## src/rtl/verici_pkg.sv

```systemverilog
// Shared definitions for the paket_verici packet transmitter.
// Mode encodings, engine states and index-width helper.
package verici_pkg;

    localparam logic [1:0] MOD_PARALEL = 2'b00;
    localparam logic [1:0] MOD_MSB     = 2'b01;
    localparam logic [1:0] MOD_LSB     = 2'b10;

    typedef enum logic {
        BOS,
        GONDER
    } durum_t;

    function automatic int idx_w(input int k);
        return (k > 1) ? $clog2(k) : 1;
    endfunction

endpackage

```

## src/rtl/verici_fifo.sv

```systemverilog
// Small synchronous FIFO holding {mod, packet} entries.
// Simultaneous push and pop are allowed whenever not full.
module verici_fifo #(
    parameter int WIDTH = 32,
    parameter int DEPTH = 2
) (
    input  logic                         clk,
    input  logic                         rst_n,
    input  logic                         push,
    input  logic                         pop,
    input  logic [WIDTH-1:0]             din,
    output logic [WIDTH-1:0]             dout,
    output logic                         full,
    output logic                         empty,
    output logic [$clog2(DEPTH+1)-1:0]   count
);

    localparam int PW = (DEPTH > 1) ? $clog2(DEPTH) : 1;
    localparam int CW = $clog2(DEPTH + 1);
    localparam logic [PW-1:0] PTR_SON = PW'(DEPTH - 1);

    logic [WIDTH-1:0] mem [DEPTH];
    logic [PW-1:0]    wr_ptr;
    logic [PW-1:0]    rd_ptr;
    logic             do_push;
    logic             do_pop;

    function automatic logic [PW-1:0] sonraki(input logic [PW-1:0] p);
        return (p == PTR_SON) ? '0 : p + PW'(1);
    endfunction

    assign full    = (count == CW'(DEPTH));
    assign empty   = (count == '0);
    assign do_push = push && !full;
    assign do_pop  = pop && !empty;
    assign dout    = mem[rd_ptr];

    always_ff @(posedge clk) begin
        if (do_push) begin
            mem[wr_ptr] <= din;
        end
    end

    always_ff @(posedge clk or negedge rst_n) begin
        if (!rst_n) begin
            wr_ptr <= '0;
            rd_ptr <= '0;
            count  <= '0;
        end else begin
            if (do_push) begin
                wr_ptr <= sonraki(wr_ptr);
            end
            if (do_pop) begin
                rd_ptr <= sonraki(rd_ptr);
            end
            if (do_push && !do_pop) begin
                count <= count + CW'(1);
            end else if (do_pop && !do_push) begin
                count <= count - CW'(1);
            end
        end
    end

endmodule

```

## src/rtl/paket_verici.sv

```systemverilog
// Packet transmitter: FIFO-buffered packets sent whole or
// serialised one character per cycle with backpressure.
module paket_verici
    import verici_pkg::*;
#(
    parameter int W = 3,
    parameter int K = 10,
    parameter int D = 2
) (
    input  logic             clk,
    input  logic             rst_n,
    input  logic             basla,
    input  logic [1:0]       mod,
    input  logic [W*K-1:0]   gelen_veri,
    output logic             hazir,
    input  logic             hedef_hazir,
    output logic [W*K-1:0]   cikan_veri,
    output logic             cikan_gecerli,
    output logic             bitti,
    output logic             mesgul
);

    localparam int N  = W * K;
    localparam int IW = idx_w(K);
    localparam int CW = $clog2(D + 1);
    localparam logic [IW-1:0] SON = IW'(K - 1);

    logic [N+1:0]  f_dout;
    logic          f_full;
    logic          f_empty;
    logic [CW-1:0] f_count;
    logic          pop;
    logic [1:0]    f_mod;
    logic [N-1:0]  f_veri;

    durum_t        durum, durum_n;
    logic [IW-1:0] idx, idx_n;
    logic [N-1:0]  tampon, tampon_n;
    logic          yon_lsb, yon_lsb_n;
    logic [N-1:0]  veri_n;
    logic          gecerli_n;
    logic          bitti_n;
    logic [W-1:0]  kar;
    logic          son_kar;

    verici_fifo #(
        .WIDTH (N + 2),
        .DEPTH (D)
    ) u_fifo (
        .clk   (clk),
        .rst_n (rst_n),
        .push  (basla && hazir),
        .pop   (pop),
        .din   ({mod, gelen_veri}),
        .dout  (f_dout),
        .full  (f_full),
        .empty (f_empty),
        .count (f_count)
    );

    assign hazir  = !f_full;
    assign f_mod  = f_dout[N+1:N];
    assign f_veri = f_dout[N-1:0];
    assign mesgul = (durum != BOS) || (f_count != '0);

    // Serial characters always come from the latched copy.
    assign kar     = tampon[int'(idx)*W +: W];
    assign son_kar = yon_lsb ? (idx == SON) : (idx == '0);

    always_comb begin
        durum_n   = durum;
        idx_n     = idx;
        tampon_n  = tampon;
        yon_lsb_n = yon_lsb;
        veri_n    = cikan_veri;
        gecerli_n = 1'b0;
        bitti_n   = 1'b0;
        pop       = 1'b0;
        unique case (durum)
            BOS: begin
                if (!f_empty && hedef_hazir) begin
                    pop       = 1'b1;
                    gecerli_n = 1'b1;
                    if (f_mod == MOD_PARALEL) begin
                        veri_n  = f_veri;
                        bitti_n = 1'b1;
                    end else begin
                        tampon_n  = f_veri;
                        yon_lsb_n = (f_mod == MOD_LSB);
                        if (f_mod == MOD_LSB) begin
                            veri_n = N'(f_veri[W-1:0]);
                            idx_n  = IW'(1);
                        end else begin
                            veri_n = N'(f_veri[(K-1)*W +: W]);
                            idx_n  = SON - IW'(1);
                        end
                        if (K == 1) begin
                            bitti_n = 1'b1;
                        end else begin
                            durum_n = GONDER;
                        end
                    end
                end
            end
            GONDER: begin
                if (hedef_hazir) begin
                    veri_n    = N'(kar);
                    gecerli_n = 1'b1;
                    if (son_kar) begin
                        bitti_n = 1'b1;
                        durum_n = BOS;
                    end else if (yon_lsb) begin
                        idx_n = idx + IW'(1);
                    end else begin
                        idx_n = idx - IW'(1);
                    end
                end
            end
            default: durum_n = BOS;
        endcase
    end

    always_ff @(posedge clk or negedge rst_n) begin
        if (!rst_n) begin
            durum         <= BOS;
            idx           <= '0;
            tampon        <= '0;
            yon_lsb       <= 1'b0;
            cikan_veri    <= '0;
            cikan_gecerli <= 1'b0;
            bitti         <= 1'b0;
        end else begin
            durum         <= durum_n;
            idx           <= idx_n;
            tampon        <= tampon_n;
            yon_lsb       <= yon_lsb_n;
            cikan_veri    <= veri_n;
            cikan_gecerli <= gecerli_n;
            bitti         <= bitti_n;
        end
    end

endmodule

```

## config.mk

```make
export PLATFORM = sky130hd
export DESIGN_NAME = paket_verici
export DESIGN_NICKNAME = d
export VERILOG_FILES = /design/src/rtl/verici_pkg.sv /design/src/rtl/verici_fifo.sv /design/src/rtl/paket_verici.sv
export SDC_FILE = /design/constraint.sdc
export NUM_CORES = 1
export LEC_CHECK = 0
export CAP_MARGIN = 0
export CORE_MARGIN = 3
export CORE_UTILIZATION = 50
export DETAILED_ROUTE_END_ITERATION = 7
export PLACE_DENSITY = 0.73
export SETUP_SLACK_MARGIN = 0.5
export SKIP_CTS_REPAIR_TIMING = 1
export SYNTH_ARGS = -nofsm -noshare
export SYNTH_HDL_FRONTEND = slang
export SYNTH_SLANG_ARGS = --single-unit
export TNS_END_PERCENT = 10
```

## constraint.sdc

```tcl
create_clock -name clk -period 3.6 [get_ports clk]
set_clock_uncertainty 0.15 [all_clocks]
set_input_delay 0.36 -clock clk [delete_from_list [all_inputs] [get_ports clk]]
set_output_delay 0.36 -clock clk [all_outputs]
set_load 0.05 [all_outputs]
```

### Word-level counts from Yosys, hierarchy flattened

Memory sizes are Yosys's and may differ from the RTL's.
Cells that the tools add are included.

* add/sub/neg operators: 6
* $mul: 1
* equal/unequal tests: 7
* shifts and indexed selects: 1
* multiplexer cells: 33
* bitwise gates (word level): 2
* reduce and logical (&&, ||, !) cells: 19

Operators with widths (number)
* 30-bit two-way mux: 3
* 30-bit one-hot mux with 2 select lines: 1
* 30-bit by 7-bit indexed part select with 3-bit output: 1
* 4-bit two-way mux: 6
* 1-bit two-way mux: 16
* 2-bit inequality test (second input constant): 4
* 4-bit one-hot mux with 2 select lines: 1
* 1-bit logical AND: 6
* 4-bit by 2-bit multiplier with 6-bit output (second input constant): 1
* 1-bit one-hot mux with 2 select lines: 3
* 4-bit by 1-bit adder with 4-bit output (second input constant): 1
* 2-bit == test (second input constant): 2
* 4-bit == test (second input constant): 1
* 1-bit zero test: 4
* 2-bit zero test: 2
* 4-bit zero test: 1
* 2-bit two-way mux: 2
* 4-bit AND reduction: 1
* 2-bit nonzero test: 2
* 4-bit by 1-bit subtractor with 4-bit output (second input constant): 1
* 3-bit two-way mux: 1
* 3-bit AND reduction: 1
* 1-bit adder (second input constant): 2
* 2-bit by 1-bit adder with 2-bit output (second input constant): 1
* 4 further kinds: 5

* register bits: 72
* RAM bits: 64
* output and inout bits: 34
* memories: 1

Memories
* u_fifo.mem: words 2, bits a word 32, rd ports 1, clocked after Yosys merged registers in 0, wr ports 1, line verici_fifo.sv:22 `logic [WIDTH-1:0] mem [DEPTH];`

### Logic depth before layout (Yosys ltp)

Gate-level depths: netlist of the first run.

* word-level depth: 9
* mapped depth: 8
* mapped depth without buffers: 8

### Modules after synthesis

Synthesis of the first run repeated with hierarchy kept, for this count alone.

* cell total of the unflattened synthesis: 342
* area, all modules: 5756.8 µm²

Modules (own cells, without submodules)
* paket_verici: times used 1, cells an instance 223, area each 3098.0 µm², seq. area each 1701.6 µm²
* verici_fifo: times used 1, cells an instance 119, area each 2658.8 µm², seq. area each 2021.9 µm²

### Worst setup path before layout of the first run

Ideal clock, no wire load.

* path type: register to register
* start: register u_fifo.count[0]
* end: memory u_fifo.mem[0][0] (enable)
* library setup time: 421 ps
* arrival time: 2426 ps
* required time: 3029 ps
* slack: 602 ps
* stages on the path, launching flop included: 4
* clock period less this slack: 2998 ps
* path through: dfrtp_1 -> nand2b_1 -> nand2_1 -> nor2_1

* word-level cells in the longest chain between the ends: 6

RTL lines
* from (decl): line verici_fifo.sv:15 `output logic [$clog2(DEPTH+1)-1:0] count`
* from (signal assigned): line verici_fifo.sv:57 `count <= count + CW'(1);`
* from (signal assigned): line verici_fifo.sv:59 `count <= count - CW'(1);`
* 2-bit == test (*): line verici_fifo.sv:32 `assign full = (count == CW'(DEPTH));`
* 1-bit zero test (*): line paket_verici.sv:61 `assign hazir = !f_full;`
* via hazir: line paket_verici.sv:15 `output logic hazir,`
* 1-bit logical AND: line paket_verici.sv:52 `.push (basla && hazir),`
* 1-bit logical AND (*): line verici_fifo.sv:34 `assign do_push = push && !full;`
* 1-bit two-way mux (*): line verici_fifo.sv:39 `if (do_push) begin`
* 1-bit two-way mux (not written as such) (*): line verici_fifo.sv:40 `mem[wr_ptr] <= din;`
* to (decl): line verici_fifo.sv:22

Mark *: on every way through the listed nets, which the timed path passes. The rest lies on a longest branch.

### Worst setup path after layout of the first run

* start: register durum
* end: output mesgul

* word-level cells in the longest chain between the ends: 1

RTL lines
* from (decl): line paket_verici.sv:36 `durum_t durum, durum_n;`
* from (signal assigned): line paket_verici.sv:133 `durum <= durum_n;`
* 1-bit logical OR: line paket_verici.sv:64 `assign mesgul = (durum != BOS) || (f_count != '0);`
* to (decl): line paket_verici.sv:20 `output logic mesgul`

No other way between the ends.

==> results of run 1 <==
==> registers in the layout (all words and copies together) (netlist names) <==
signal / count
bitti: 1
cikan_gecerli: 1
cikan_veri: 30
durum: 1
idx: 4
tampon: 30
u_fifo.count: 2
u_fifo.mem: 64
u_fifo.rd_ptr: 1
u_fifo.wr_ptr: 1
yon_lsb: 1
==> critical path, stage by stage (launching register included) <==
cell and delay (ps):
dfrtp_1 540, or3_1 450, clkdlybuf4s50_1 710
==> path summary, 6_finish.rpt <==
kind / endpoint / slack [ps]
max in group asynchronous: u_fifo.rd_ptr / 2280
worst min register to register: cikan_veri[5] / 330
worst min-delay path: u_fifo.mem[1][18] / 270
worst max register to register: idx[3] / 1190
min in group asynchronous: cikan_veri[4] / 370
worst max-delay path: mesgul / 870
==> cell type report <==
type / instances / area share [%]
Timing Repair Buffer: 75 / 10.9
Clock buffer: 21 / 6.80
Clock inverter: 11 / 1.08
Tap cell: 136 / 2.52
Multi-Input combinational cell: 240 / 23.1
Inverter: 7 / 0.389
Sequential cell: 136 / 55.2
==> report_power, final <==
group | switching (mW) | total (mW) | internal, mW
Combinational | 1.18 | 1.97 | 0.795
Clock | 0.628 | 1.53 | 0.898
Sequential | 0.337 | 2.47 | 2.14
Total | 2.14 | 5.97 | 3.83
==> through the flow <==
step                hold WS (ps)  worst slack [ps]  area [sq um]  util, %  cells
finish                       271               865          6750     64.8    626
detailed placement           323              1220          6210     59.6    593
global placement             310              1260          6210     59.6    593
CTS                         -161               835          6740     64.7    625
global route                 256               774          6750     64.8    626
floorplan                  -85.6               602          5400        -    403
==> cells by family after synthesis <==
kind of cell / Yosys count / share of synthesized area (%)
muxes: 43 / 9.36
xor gates and xnor gates: 7 / 1.14
buffers and inverters: 27 / 2.29
AOI/OAI and AO/OA: 91 / 9.66
adders and majority gates: 4 / 1.07
and+or+nand+nor: 95 / 7.55
DFF: 136 / 68.9
==> per-layer routing <==
metal  routed length (um)  global-route usage [%]  vias up  share of wire (%)
met5                    0                       0        -                  0
met4                  171                    7.75        0                1.6
met3                  417                    5.46       15                3.8
met2                 5650                    33.0       70                 52
met1                 4620                    24.1     1685                 43
li1                     -                       -     1601                  -
==> layout by cell type (no fill, tap or decap), drive strengths merged, types with 10 or more instances in the layout <==
| cell type | n |
|---|---|
| clkdlybuf4s50 | 68 |
| a21oi | 38 |
| o21ai | 34 |
| inv | 10 |
| dfrtp | 72 |
| mux2i | 37 |
| nand2 | 42 |
| clkbuf | 21 |
| nor2 | 37 |
| edfxtp | 64 |
==> results.toml, run 1 <==
[yosys]
synth_fp_nets = 443
post_synth_main_area_contributors = "edfxtp_1 (36%), dfrtp_1 (33%), mux2i_1 (6.9%), a21oi_1 (3.5%), o21ai_0 (3.2%)"
synth.cells.most_frequent = "dfrtp_1 (72), edfxtp_1 (64), nand2_1 (41)"
synthMostInstantiatedCell = "dfrtp_1"
synthFlopType = "dfrtp_1"
synth.cell_area_sq_mm = 0.00540
synth_warnings = 0
seq_area_frac_synth_pct = 68.9
synth_largest_area_cell = "edfxtp_1"
synth.distinct_cells = 39
post_synthesis_cell_count = 403
syn_avg_cell_area_sq_um = 13.4
synth_enable_flop_cells = 64
synth_seq_cells = 136
synth_async_sr_flop_share_pct = 52.9
synth.top_cell.area_share_pct = 35.6

[cts]
cts.sink_count = 136
cts-root-buf = "clkbuf_8"
insertion_delay_ps = 520
tritoncts.num_buffers = 17
cts_htree_levels = 4
clk_pin_slew_worst_paths_ps = 60
clock_tree.buffer_depth = 2
cts_tree = "built"

[grt]
gr-total-overflow = 0
wire_length_of_the_first_global_routing_pass_mm = 17.6
grt_pass1_vias = 3468
antenna_found_initial = 0
grt_max_degree = 73
gr-usage-all-layers_pct = 19.6

[sta]
setup_repair_after_global_routing_missed_its_margin = "false"
finalHoldViolations = 0
timing.max_slew.rel_slack_pct = 37.5
post-route-period-util_pct = 76.0
layout_min_cycle_time_ps = 2730
max_slew.worst_pin.slew_ps = 937
achievable-frequency_mhz = 366
finalSetupTns_ps = 0
final_max_slew_viol_count = 0
setup_viol = 0

[placement]
detailedPlacementHpwl_mm = 6.99
gpl.final_weighted_congestion = 0.788
numPortBuffers = 69

[drt]
detail_route.wirelength_mm = 10.9
post_drt_wl_per_cell_um = 17.4
drt_drc_violations_left = 0
drtPass1Iterations = 4
drt_first_iter_violations = 196
vias_per_cell = 5.38
via_count = 3371
ant_nets = 0

[job]
drv_cap = 0

[min_path]
hold_path.startpoint = "gelen_veri[18]"
hp-class = "in -> reg"
min_path_cells = 1

[die]
start_util_pct = 51.9
num_io_pins = 70
dieArea_sq_mm = 0.0121
area_of_the_core_sq_mm = 0.0104
die_h_um = 110
num_rows = 37
die_width_um = 110

[worst_setup_path]
worst-setup-path-type = "reg -> out"
crit-reg2reg-launch = "durum"
ff2ff_path_depth = 6
critical_path.endpoint_type = "primary output"
startpoint_type = "register"
worst-endpoint-required_ps = 3090
critical_path.startpoint = "durum"
worstPathMaxFanout = 15
arrival_ps = 2220

[final_layout]
final_layout_size_suffix_gt1_share_pct = 10.4
number_of_antenna_diodes = 0
fill_cells = 786
area_growth_syn_to_layout_pct = 25.0
multi_input_gate_area_in_the_final_layout_sq_mm = 0.00156
final_net_count = 517
register_area_sq_mm = 0.00372

[power]
vdd_drop_max_mv = 0.496
power_mw = 5.97
leakage_nw = 2.70
power_per_cell_area_mw_per_mm2 = 885

[outcome]
run_status = "finished clean"
No activity file was read; power rests on OpenSTA's default activity.
==> run 2: changes to the inputs <==
Settings changed: CORE_UTILIZATION 50 to 49, PLACE_DENSITY 0.73 to 0.75.
Clock period 3.6 ns to 2.4 ns, I/O delays scaled along.
==> run 2 against run 1 <==
Sequential power rose by 46%. Global-route usage fell by 0.53 points. Worst setup slack got worse by 570 ps. Combinational power rose by 70%. Critical path type unchanged.
==> results.toml, run 2 (same netlist as run 1, synthesis figures left out) <==
[min_path]
hp-class = "in -> async"

[job]
drv_cap = 0

[final_layout]
top_register = "u_fifo.mem"
area_growth_syn_to_layout_pct = 29.8
multi_input_gate_area_in_the_final_layout_sq_mm = 0.00163
final_cell_count_no_fill = 639
final_core_utilization_pct = 66.7
fill_cells = 775
largest_register_ff_count = 64
register_area_sq_mm = 0.00373
final_layout_size_suffix_gt1_share_pct = 14.7
final_net_count = 530
layout.cells.most_common = "dfrtp_1"
number_of_antenna_diodes = 0
post-route-cell-area_sq_mm = 0.00701
commonest_cells_after_routing_fill_and_taps_aside = "dfrtp_1 (69), clkdlybuf4s50_1 (65), edfxtp_1 (64)"
reg.largest.list = "u_fifo.mem x64, cikan_veri x30, tampon x30"

[worst_setup_path]
ff2ff_path_depth = 8
critical_path.endpoint_type = "primary output"
timing.critical_path.max_delay_family = "buffers and inverters"
worst-endpoint-required_ps = 2010
arrival_ps = 1710
max_stage_delay_ps = 820
startpoint_type = "register"
cells_along_the_critical_path = "clkdlybuf4s50_1"
crit_buf_inv = 1
crit-reg2reg-launch = "u_fifo.count[1]"
crit_slowest_cell = "clkdlybuf4s50_1"
worst-setup-path-type = "reg -> out"
worstPathMaxFanout = 2
r2r-end = "u_fifo.count[1]"
setup.reg_to_reg.worst_slack_ps = 410

[power]
leakage_nw = 2.84
power.share.clock_pct = 26.7
vdd_drop_max_mv = 0.664
cellInternalPower_mw = 6.23
power_mw = 9.49
pwr-share-seq_pct = 38.0
power.combinational.fraction_pct = 35.4
power_per_cell_area_mw_per_mm2 = 1350
p_sw_share_pct = 34.4
net-switching-power_mw = 3.26

[cts]
cts-root-buf = "clkbuf_8"
cts_htree_levels = 4
insertion_delay_ps = 510
clock_tree.buffer_depth = 2
cts_tree = "built"
clk_pin_slew_worst_paths_ps = 60
tritoncts.num_buffers = 17
cts.sink_count = 136

[grt]
gr-usage-all-layers_pct = 19.1
grt_pass1_vias = 3630
gr-total-overflow = 0
wire_length_of_the_first_global_routing_pass_mm = 18.5
grt_max_degree = 50
antenna_found_initial = 0

[die]
start_util_pct = 51.4
die_width_um = 111
num_rows = 37
num_io_pins = 70
area_of_the_core_sq_mm = 0.0105
dieArea_sq_mm = 0.0123
die_h_um = 111

[sta]
timing.final.ws_setup_ps = 297
layout_min_cycle_time_ps = 2100
final_max_slew_viol_count = 0
finalHoldViolations = 0
max_slew.worst_pin.slew_ps = 522
setup_viol = 0
achievable-frequency_mhz = 475
post-route-period-util_pct = 87.6
timing.max_slew.rel_slack_pct = 65.1
setup_repair_after_global_routing_missed_its_margin = "true"

[placement]
detailedPlacementHpwl_mm = 7.39
dpl-instance-area_sq_mm = 0.00631
preCtsSetupSlack_ps = 211
placed_cells_incl_taps = 599
gpl.final_weighted_congestion = 0.796
numPortBuffers = 69

[drt]
post_drt_wl_per_cell_um = 17.0
drtPass1Iterations = 4
vias_per_cell = 5.33
via_count = 3409
drt_drc_violations_left = 0
detail_route.wirelength_mm = 10.8
drt_first_iter_violations = 202
ant_nets = 0

[outcome]
run_status = "finished clean"
run 2: cell types whose count changed in the layout (fill, tap and decap cells not counted), moves of 3 or more:
cell / before / now
clkdlybuf4s50_1: 68 / 65
buf_4: 6 / 16
clkbuf_1: 1 / 5
buf_12: 0 / 3
run 2: through the flow:
| stage | setup TNS (ps) | hold slack [ps] |
|---|---|---|
| finish | 0 | 92.9 |
| floorplan | 0 | -206 |
| CTS | -56.0 | -448 |
| global route | 0 | 123 |
| detailed placement | 0 | 103 |
| global placement | 0 | 96.7 |
run 2: how the worst max path moves through the flow:
stage                    startpoint          endpoint  slack (ps)  cells past startpoint
floorplan           u_fifo.count[0]  u_fifo.mem[0][0]         440                      3
global placement        hedef_hazir   u_fifo.count[1]         330                      8
detailed placement      hedef_hazir    cikan_veri[24]         210                      5
CTS                 u_fifo.count[1]            mesgul         -60                      2
global route         cikan_veri[17]    cikan_veri[17]         250                      1
finish                cikan_veri[9]     cikan_veri[9]         300                      1
run 2: final cells by class:
| class | instances | area share [%] |
|---|---|---|
| repair buffers | 88 | 12.4 |
| inverters | 7 | 0.375 |
| flip-flops and latches | 136 | 53.2 |
| multi-input cells | 240 | 23.3 |
| clock inverters | 7 | 1.25 |
| well taps | 136 | 2.43 |
| clock buffers | 25 | 7.08 |
run 2: worst register-to-register path, delay by kind of cell, from the launching register on:
kind	cells	cell delay [ps]
xor+xnor	2	270
fa+ha+maj	1	170
buf+inv	1	110
flops	1	410
simple gates	4	750
run 2: layer usage:
metal  GRT usage, %  up-vias  part of all wire (%)
met5              0        -                     0
li1               -     1628                     -
met4           8.87        0                   1.8
met3           4.86       22                   4.3
met1           24.2     1668                    42
met2           31.0       91                    51
run 2: power groups by stage:
stage	sequential (mW)	clock (mW)	combinational, mW
floorplan	3.94	0	1.88
global placement	3.64	0	3.08
detailed placement	3.67	0	3.16
CTS	3.64	2.57	3.18
global route	3.69	2.69	3.66
finish	3.60	2.53	3.35
==> run 3: changes to the inputs <==
Settings changed: CTS_CLUSTER_SIZE set to 12.
==> results of run 3 <==
Final layout, timing and power as in run 2 (identical DEF).
==> patch 1 (settings of run 1) <==
Change the parameter `W` from 3 to 6.
--- a/src/rtl/paket_verici.sv
+++ b/src/rtl/paket_verici.sv
@@ -3,7 +3,7 @@
 module paket_verici
     import verici_pkg::*;
 #(
-    parameter int W = 3,
+    parameter int W = 6,
     parameter int K = 10,
     parameter int D = 2
 ) (
Interface: changed (resized cikan_veri and gelen_veri); port bits go from 70 to 130. The function was not compared with the original's and may differ.
==> patch 1 against run 1 <==
Critical path depth is the same. Final area up 84%. Routed wire length is 99% higher. Die area up 78%. Power increased by 85%. Sequential cell count rose by 120. Setup slack better by 68 ps. Synthesized area grew 84%.
==> patch 1: results (changes against run 1) <==
* Status: complete, no violations (unchanged)
* Clock Tree Buf Depth at 3 (was 2)
* GR Util met2 at 33.3% (was 33.0%)
* Peak supply drop at 0.000462 V (was 0.000496 V)
* Wire length on met3 at 1.12 mm (was 417 microns)
* Worst EP arrival at 2160 ps (was 2220 ps)
* Netlist cell types at 43 (was 39)
* Port bufs at 129 (was 69)
* Gr usage total at 20.0% (was 19.6%)
* Sequential power at 4720 uW (was 2470 uW)
* Hold crit path type: in2reg (unchanged)
* H-tree Lvls at 1 (was 4)
* Worst Path Max Fanout at 8 (was 15)
* R2R Setup Slk at 1160 ps (was 1190 ps)
* Met1 Wirelength at 9.55 mm (was 4.62 mm)
* Gpl congestion at 0.867 (was 0.788)
* Static Leakage at 0.00489 uW (was 0.00270 uW)
* Number of synthesized flops with an enable pin at 124 (was 64)
* Routed vias at 6,202 (was 3,371)
* Metal2 WL at 10.6 mm (was 5.65 mm)
* Drt total wl at 21.7 mm (was 10.9 mm)
* CP peak stage delay at 740 ps (was 710 ps)
* Area contributors post-synth: edfxtp_1, dfrtp_1, mux2i_1 (unchanged)
* Final setup margin at 933 ps (was 865 ps)
* Register-to-Register Path Depth at 5 (was 6)
* Post-synth top cells: dfrtp_1, edfxtp_1, mux2i_1 (was dfrtp_1, edfxtp_1, nand2_1)
* Fillers at 1,375 (was 786)
* Nets at 910 (was 517)
* Seq/Total Area, Yosys at 70.8% (was 68.9%)
* Combinational logic power at 3350 uW (was 1970 uW)
* Largest net degree at the start of global routing at 102 (was 73)
* Pre-CTS WS at 1180 ps (was 1220 ps)
* Ys async rst share at 51.6% (was 52.9%)
* DP Wirelength at 14.5 mm (was 6.99 mm)
* Syn Nets at 782 (was 443)
* CTS buffer count at 26 (was 17)
* Drt pass-1 iters at 5 (was 4)
* CTS root buffer: clkbuf_16 (was clkbuf_8)
* Ratio of cells with drive above 1 in the final layout at 9.42% (was 10.4%)
* Largest regs: u_fifo.mem (124), cikan_veri (60), tampon (60) (was u_fifo.mem (64), cikan_veri (30), tampon (30))
* Sw Ratio at 34.4% (was 35.9%)
* R2r startpoint: idx[0] (was durum)
* Met1 GRT Util at 27.9% (was 24.1%)
==> patch 1: cell families (layout without fill, tap and decap cells) <==
| logic type | Yosys count | count (layout) | share of synthesized area [%] |
|---|---|---|---|
| flip-flops | 256 | 256 | 70.8 |
| AO/OA/AOI/OAI | 161 | 161 | 9.13 |
| AND/OR/NAND/NOR | 148 | 148 | 6.22 |
| multiplexers | 87 | 87 | 10.3 |
| buffers and inverters | 49 | 197 | 2.35 |
| XOR/XNOR | 7 | 7 | 0.618 |
| adder cells (fa/ha/maj) | 4 | 4 | 0.580 |
==> patch 1: stage by stage <==
| stage | std cells | area, sq um | power (uW) |
|---|---|---|---|
| after floorplan | 712 | 9930 | 6970 |
| after global placement | 1071 | 11400 | 7990 |
| after detailed placement | 1071 | 11400 | 8120 |
| after CTS | 1119 | 12400 | 11100 |
| after global routing | 1120 | 12400 | 11600 |
| final | 1120 | 12400 | 11100 |
==> patch 1: how the worst min path moves through the flow <==
stage                         from                end  slack [ps]  depth (start not counted)
floorplan                    rst_n              bitti         -90                          0
global placement    cikan_veri[52]     cikan_veri[52]         310                          2
detailed placement  cikan_veri[40]     cikan_veri[40]         320                          2
CTS                          rst_n         tampon[42]        -150                          1
global route        gelen_veri[34]  u_fifo.mem[0][34]         250                          1
finish              gelen_veri[34]  u_fifo.mem[0][34]         270                          1
==> patch 1: layout make-up <==
cell class | instances | share of cell area (%)
clock buffers | 33 | 6.03
clock inverters | 15 | 1.84
inverters | 8 | 0.262
multi-input cells | 407 | 21.5
flip-flops and latches | 256 | 56.5
well taps | 260 | 2.62
repair buffers | 141 | 11.2
==> patch 1: worst max-delay path, delay by kind of cell (launching register included) <==
family	cells	cell delay, ps
buffers and inverters	1	740
flip-flops	1	460
AND/OR/NAND/NOR	1	430
==> patch 2 (flow settings as in run 1) <==
Without the edit above. Reset style: synchronous (`rst_n`), changed in 2 clocked blocks.
--- a/src/rtl/verici_fifo.sv
+++ b/src/rtl/verici_fifo.sv
@@ -41,7 +41,7 @@
         end
     end
 
-    always_ff @(posedge clk or negedge rst_n) begin
+    always_ff @(posedge clk) begin
         if (!rst_n) begin
             wr_ptr <= '0;
             rd_ptr <= '0;
--- a/src/rtl/paket_verici.sv
+++ b/src/rtl/paket_verici.sv
@@ -120,7 +120,7 @@
         endcase
     end
 
-    always_ff @(posedge clk or negedge rst_n) begin
+    always_ff @(posedge clk) begin
         if (!rst_n) begin
             durum         <= BOS;
             idx           <= '0;
Formal check against the unedited RTL: differs if rst_n is asserted again (counterexample within 4 cycles, from zero or initial values and one cycle with rst_n low); with rst_n held inactive, the same outputs for 4 cycles.
==> patch 2 against run 1 <==
Maximum frequency rose by 5.4%. Routed wire length increased by 11%. Synthesized cell count rose by 11%. Final area is 1.3% higher. Sequential cell count rose by 1. Setup slack better by 140 ps. Synthesized area is 0.35% higher. Power is 10% lower. Highest routed layer unchanged.
==> patch 2: results (changes against run 1) <==
* Top Layer Used: met4 (unchanged)
* Hold crit path type: in2reg (unchanged)
* Worst Tran Pin Value at 760 ps (was 937 ps)
* Drt total wl at 12.1 mm (was 10.9 mm)
* ANT cells at 0 (unchanged)
* Netlist cell types at 44 (was 39)
* Sw Ratio at 32.5% (was 35.9%)
* Skew-Pair Late Insertion Delay at 500 ps (was 520 ps)
* Peak supply drop at 0.000468 V (was 0.000496 V)
* Via/cell ratio at 5.68 (was 5.38)
* CTS buffer count at 17 (unchanged)
* Worst Path Max Fanout at 10 (was 15)
* R2R Setup Slk at 1330 ps (was 1190 ps)
* Area contributors post-synth: edfxtp_1, dfxtp_1, a21oi_1 (was edfxtp_1, dfrtp_1, mux2i_1)
* Vias in the first global route at 3,711 (was 3,468)
* Ratio of cells with drive above 1 in the final layout at 12.9% (was 10.4%)
* Met1 Wirelength at 5.20 mm (was 4.62 mm)
* Ys async rst share at 0% (was 52.9%)
* Largest regs: u_fifo.mem (64), cikan_veri (30), tampon (30) (unchanged)
* Yosys warnings at 0 (unchanged)
* Gr usage total at 21.1% (was 19.6%)
* Seq/Total Area, Yosys at 62.4% (was 68.9%)
* Pre-CTS WS at 1020 ps (was 1220 ps)
* Status: complete, no violations (unchanged)
* DR iter-0 viols at 322 (was 196)
* Placed inst area at 0.00622 sq mm (was 0.00621 sq mm)
* Largest net degree at the start of global routing at 37 (was 73)
* Syn Inst Count at 446 (was 403)
* Clk pin slew, worst setup/hold paths at 60 ps (about the same)
* Final Non-Filler Cells at 663 (was 626)
* Post-synth top cells: dfxtp_1, edfxtp_1, a21oi_1 (was dfrtp_1, edfxtp_1, nand2_1)
* Wire length on met3 at 700 microns (was 417 microns)
* CP peak stage delay at 800 ps (was 710 ps)
* Clock Tree Buf Depth at 2 (unchanged)
* Metal2 WL at 6.09 mm (was 5.65 mm)
* Crit-path slowest cell: clkdlybuf4s50_1 (unchanged)
* Worst EP arrival at 2090 ps (was 2220 ps)
* Placed Cells at 631 (was 593)
* Static Leakage at 0.00230 uW (was 0.00270 uW)
* Min-delay src: gelen_veri[25] (was gelen_veri[18])
* Syn Nets at 486 (was 443)
* Gpl congestion at 0.843 (was 0.788)
* First-pass GRT wire length at 19.3 mm (was 17.6 mm)
* Number of synthesized flops with an enable pin at 64 (unchanged)
* DP Wirelength at 7.92 mm (was 6.99 mm)
* Fillers at 796 (was 786)
* Crit path from: durum (unchanged)
* Final cycle utilization of the critical path at 72.1% (was 76.0%)
* Nets at 554 (was 517)
* Port bufs at 69 (unchanged)
* Top_reg_cell synth: dfxtp_1 (was dfrtp_1)
* Drt pass-1 iters at 5 (was 4)
==> patch 2: cell types whose count changed after synthesis, moves of 9 or more <==
cell      before  now
mux2i_1       37   20
dfxtp_1        0   73
nand2_1       41   27
nor3_1         1   24
dfrtp_1       72    0
buf_2         12    3
nor2_1        36   22
a21oi_1       38   56
mux2_2         0   14
clkbuf_1       6   22
a211oi_1       3   19
o21ai_0       34   11
a22oi_1        0   14
==> patch 2: path summary, 6_finish.rpt <==
kind	to	cells after the start
worst min register to register	cikan_veri[6]	2
worst max register to register	idx[2]	4
worst min-delay path	u_fifo.mem[1][25]	1
worst max-delay path	mesgul	2
==> patch 2: kinds of logic (layout without fill, tap and decap cells) <==
kind of cell	after synthesis	in the layout	synth area share [%]
buffers and inverters	39	120	3.25
multiplexers	40	40	9.10
AO/OA/AOI/OAI	115	115	13.5
adder cells (fa/ha/maj)	4	4	1.06
AND/OR/NAND/NOR	105	105	9.67
XOR/XNOR	6	6	0.970
flip-flops	137	137	62.4
==> patch 2: metrics by stage <==
stage	util [%]	hold slack [ps]
after floorplan	-	309
after global placement	59.7	300
after detailed placement	59.7	303
after CTS	65.6	256
after global routing	65.6	249
final	65.6	286
==> patch 2: layer usage <==
metal / vias up / GRT usage, %
li1: 1798 / -
met5: - / 0
met4: 0 / 7.56
met2: 132 / 34.7
met1: 1832 / 27.7
met3: 6 / 4.48
==> patch 2: area by class of cell <==
type,instances,area (sq um),area share [%]
Clock buffer,17,414,6.06
Clock inverter,15,200,2.93
Inverter,9,33.8,0.494
Multi-Input combinational cell,270,1870,27.3
Sequential cell,137,3380,49.5
Tap cell,136,170,2.49
Timing Repair Buffer,79,766,11.2
==> patch 2: worst max-delay path, delay by kind of cell, from the launching register on <==
family,cells,cell delay (ps)
DFF,1,580
and+or+nand+nor,1,200
buffers and inverters,1,800
==> patch 2: power by group through the flow <==
stage / clock, uW / sequential, uW / combinational [uW]
floorplan: 0 / 2200 / 954
global placement: 0 / 2120 / 1420
detailed placement: 0 / 2130 / 1450
CTS: 1800 / 2100 / 1470
global route: 1880 / 2130 / 1590
finish: 1780 / 2100 / 1460
